File: src/rtl/down_counter_timer.sv
// Loadable down-counter timer: counts a preset to zero at a divided rate, then pulses done.
// Define DOWNCNT_RELOAD_EN to reload the last loaded preset on expiry (periodic timer).
module down_counter_timer #(
   parameter int unsigned WIDTH   = 8,
   parameter int unsigned DIV_MAX = 49999999,
   parameter int unsigned DIV_W   = 26
) (
   input  logic             clk,
   input  logic             clear,
   input  logic             load,
   input  logic [WIDTH-1:0] load_val,
   input  logic             start,
   input  logic             pause,
   output logic [WIDTH-1:0] count,
   output logic             busy,
   output logic             done,
   output logic             zero
);

   typedef enum logic [1:0] {StIdle, StRun, StPaused, StDone} state_e;

   localparam logic [DIV_W-1:0] DivLast = DIV_W'(DIV_MAX);

   state_e           state_q, state_d;
   logic [WIDTH-1:0] count_q, count_d;
   logic [DIV_W-1:0] div_q, div_d;
   logic             busy_q;
   logic             done_q, done_d;
   logic             wrap;
   logic [WIDTH-1:0] wrap_val;

`ifdef DOWNCNT_RELOAD_EN
   logic [WIDTH-1:0] reload_q;

   always_ff @(posedge clk or posedge clear) begin
      if (clear) begin
         reload_q <= '0;
      end else if (load) begin
         reload_q <= load_val;
      end
   end

   // A zero reload value falls back to the one-shot behaviour.
   assign wrap     = (reload_q != '0);
   assign wrap_val = reload_q;
`else
   assign wrap     = 1'b0;
   assign wrap_val = '0;
`endif

   always_comb begin
      state_d = state_q;
      count_d = count_q;
      div_d   = div_q;
      done_d  = 1'b0;
      if (load) begin
         state_d = StIdle;
         count_d = load_val;
         div_d   = '0;
      end else begin
         case (state_q)
            StIdle, StDone: begin
               if (start) begin
                  if (count_q != '0) begin
                     state_d = StRun;
                     div_d   = '0;
                  end else begin
                     state_d = StDone;
                     done_d  = 1'b1;
                  end
               end
            end
            StRun: begin
               if (pause) begin
                  state_d = StPaused;
               end else if (div_q == DivLast) begin
                  div_d = '0;
                  if (count_q == WIDTH'(1)) begin
                     done_d = 1'b1;
                     if (wrap) begin
                        count_d = wrap_val;
                     end else begin
                        count_d = '0;
                        state_d = StDone;
                     end
                  end else if (count_q != '0) begin
                     count_d = count_q - WIDTH'(1);
                  end
               end else begin
                  div_d = div_q + DIV_W'(1);
               end
            end
            // Divider keeps its value across the resume edge.
            StPaused: begin
               if (!pause) begin
                  state_d = StRun;
               end
            end
            default: state_d = StIdle;
         endcase
      end
   end

   always_ff @(posedge clk or posedge clear) begin
      if (clear) begin
         state_q <= StIdle;
         count_q <= '0;
         div_q   <= '0;
         busy_q  <= 1'b0;
         done_q  <= 1'b0;
      end else begin
         state_q <= state_d;
         count_q <= count_d;
         div_q   <= div_d;
         busy_q  <= (state_d == StRun) || (state_d == StPaused);
         done_q  <= done_d;
      end
   end

   assign count = count_q;
   assign busy  = busy_q;
   assign done  = done_q;
   assign zero  = (count_q == '0);

endmodule

File: config.mk
export PLATFORM = sky130hd
export DESIGN_NAME = down_counter_timer
export DESIGN_NICKNAME = d
export VERILOG_FILES = /design/src/rtl/down_counter_timer.sv
export SDC_FILE = /design/constraint.sdc
export NUM_CORES = 1
export LEC_CHECK = 0
export BUFFER_PORTS_ARGS = -buffer_cell sky130_fd_sc_hd__buf_2
export CAP_MARGIN = 20
export CORE_MARGIN = 8
export CORE_UTILIZATION = 62
export DETAILED_ROUTE_END_ITERATION = 7
export PLACE_DENSITY = 0.88
export SETUP_SLACK_MARGIN = 0.05
export SYNTH_ARGS = -nofsm -noshare
export SYNTH_HDL_FRONTEND = slang
export SYNTH_SLANG_ARGS = --single-unit
File: constraint.sdc
create_clock -name clk -period 3.03 [get_ports clk]
set_input_delay 0.606 -clock clk [delete_from_list [all_inputs] [get_ports clk]]
set_output_delay 0.606 -clock clk [all_outputs]
set_load 0.005 [all_outputs]
==> run metrics <==
status=complete, no violations; Syn. warnings=0; filler cell count=266; CTS Root Cell=clkbuf_8; post-synth cell types=52; WHS=0.187 ns; # IOs=24; global-route wire length before repair=9.02 mm; syn avg cell area=just over 9 um^2; Yosys top cell by area=dfrtp_1; commonest cells after routing, fill and taps aside=dfrtp_1 (38), nor2_1 (30), nand2_1 (23), buf_2 (23), nand4_1 (16); Worst-Skew Late Latency=between 0.2 and 0.3 ns; Hold Path Class=in2async; Post-synth ARST share=1.00; share of the synthesized area in the top cell type=0.403; RSZ-0062 raised after global routing=no; TritonRoute pass-1 iters=4; vias after detailed routing=2052; Layout Skew=0.00179 ns; met2 Resource Use GR=0.291; layout cells sized above 1=0.176; Achievable Freq=401 MHz; Area contributors post-synth=dfrtp_1 (40%), xor2_1 (4.8%), nor2_1 (4.8%); Die W=77.7 um; antenna cells=0; GR Util met3=0.0438; DR iter-0 viols=approximately 200; CTS tree=done; CP Capture Type=flop; remaining antenna violation count=0; Static Leak=1.10 nW; Nets=a little over 300; grt peak-use layer=met2; post-synthesis cell area=2360 um^2; register area share after synthesis=0.403; routability congestion estimate=0.881; Area Overhead vs Synth=11.9%; crit-path max FO=14; worst path required time=3.18 ns; final wirelength=around 5.3 mm; chip height=77.7 um; Rows=22; PortBufs=23; grt ovf=0; CTS H-Tree Depth=2; Worst slew margin=0.584; mean routed wirelength per cell=15.9 um; met1 Use GR=0.224; Num CTS Buffers=5; Layout Cells excl Fill=332; synthesized flop and latch total=38; Max Slew Vio Count=0; Setup CP Type=reg2reg; CP Launch Type=flop; core area=approximately 3700 um^2; Initial Util=0.645; number of setup violations in the final report=0; period utilization=0.823; max-cap violation count=0; Worst Max-Slew Pin Slew=around 0.62 ns; GR Util All Layers=0.179; Syn Nets=279; Post-synth EDFFs=0; Top FF cell, synth=dfrtp_1; antenna violations before repair=0; Sink Count=38; Cell Pwr Density=about 520 nW/um^2; dpl cells=323; vias in the first global route=slightly below 2k; Max Buffers Root-to-Sink=2; total negative slack=0 ns; Peak VDD IR=0.299 mV; DR vias/cell=~6.2; Syn Inst Count=259; Final HPWL DP=3.86 mm; Final Hold Viols=0; most common cell after layout, fill and taps aside=dfrtp_1; data arrival time of the worst path=2.64 ns; Post-CTS Setup Inserts=0; clock-pin slew on the worst setup and hold paths=0.07 ns; residual DRC count=0; largest net degree at the start of global routing=26; Final min period=around 2.5 ns; die area=6040 um^2
==> final cells by class <==
class,count,area (um^2),area share
Clock buffer,7,76.3,0.0289
Clock inverter,1,30.0,0.0114
Inverter,11,41.3,0.0156
Multi-Input combinational cell,201,1330,0.502
Sequential cell,38,951,0.360
Tap cell,48,60.1,0.0227
Timing Repair Buffer,26,158,0.0596
==> critical path, cell delays in order (launching register included) <==
cell and delay [ns]:
dfrtp_1 0.40, inv_1 0.08, ha_1 0.48, mux2i_1 0.23, a21oi_1 0.10, a21oi_2 0.49
nor2_1 0.26, a31oi_1 0.24, a31oi_1 0.06
==> report_power, final <==
| group | internal (mW) | total (mW) | switching [mW] | leakage [nW] |
|---|---|---|---|---|
| logic | 0.144 | 0.391 | 0.247 | 0.536 |
| registers | 0.538 | 0.572 | 0.0346 | 0.513 |
| clock network | 0.246 | 0.417 | 0.171 | 0.0524 |
| total | 0.927 | 1.38 | 0.453 | 1.10 |
==> flip-flops by register name, summed over array words and instances (netlist names) <==
register,count
count,8
state_q,2
done,1
div_q,26
busy,1
==> cell usage after synthesis, types with 3 or more instances <==
| cell type | n |
|---|---|
| o21ai_1 | 3 |
| nand4_1 | 16 |
| xor2_1 | 13 |
| nand2_1 | 23 |
| a21oi_1 | 7 |
| or3_1 | 3 |
| a31oi_1 | 6 |
| nor3_1 | 10 |
| nor4_2 | 3 |
| nor2_1 | 30 |
| nor4_1 | 4 |
| dfrtp_1 | 38 |
| clkbuf_1 | 3 |
| and2_1 | 3 |
| o21ai_0 | 5 |
| o211ai_1 | 11 |
| nand2b_1 | 3 |
| nand3_1 | 11 |
| and3_1 | 5 |
| inv_1 | 9 |
| buf_2 | 4 |
| ha_1 | 7 |
| and4_1 | 3 |
| xnor2_1 | 5 |
==> metrics by stage <==
stage                     power [mW]  setup slack, ns   util  cell area [um^2]
after global placement         0.947            0.411  0.685              2510
after CTS                       1.38            0.247  0.714              2610
final                           1.38            0.537  0.722              2640
after floorplan                0.883            0.960      -              2360
after detailed placement       0.965            0.254  0.685              2510
after global routing            1.46            0.358  0.722              2640
==> layer usage <==
| metal | routed length (um) | vias to the layer above |
|---|---|---|
| li1 | - | 999 |
| met1 | 2330 | 974 |
| met2 | 2510 | 66 |
| met3 | 320 | 13 |
| met4 | 106 | 0 |
| met5 | 0 | - |
==> cell families after synthesis <==
logic type	synth area share
flip-flops	0.403
XOR/XNOR	0.0667
AO/OA/AOI/OAI	0.139
multiplexers	0.0138
adder cells (fa/ha/maj)	0.0371
buffers and inverters	0.0371
AND/OR/NAND/NOR	0.304
==> final timing paths <==
path	start	end	slack [ns]	cells after the start
worst min-delay path	clear	count[2]$_DFFE_PP0P_	0.19	2
worst max-delay path	state_q[0]$_DFF_PP0_	div_q[24]$_DFFE_PP0P_	0.54	8
worst min register to register	div_q[21]$_DFFE_PP0P_	div_q[21]$_DFFE_PP0P_	0.50	1
worst max register to register	state_q[0]$_DFF_PP0_	div_q[24]$_DFFE_PP0P_	0.54	8
max in group asynchronous	clear	div_q[23]$_DFFE_PP0P_	2.30	4
min in group clk	div_q[21]$_DFFE_PP0P_	div_q[21]$_DFFE_PP0P_	0.50	1
==> timing repair <==
| item | CTS | global route |
|---|---|---|
| endpoints found under the hold margin | 0 | 0 |
| resized for setup | 0 | 1 |
| hold buffers | 0 | 0 |
| setup endpoints to repair | 0 | 3 |
(Power assumes the default switching activity.)
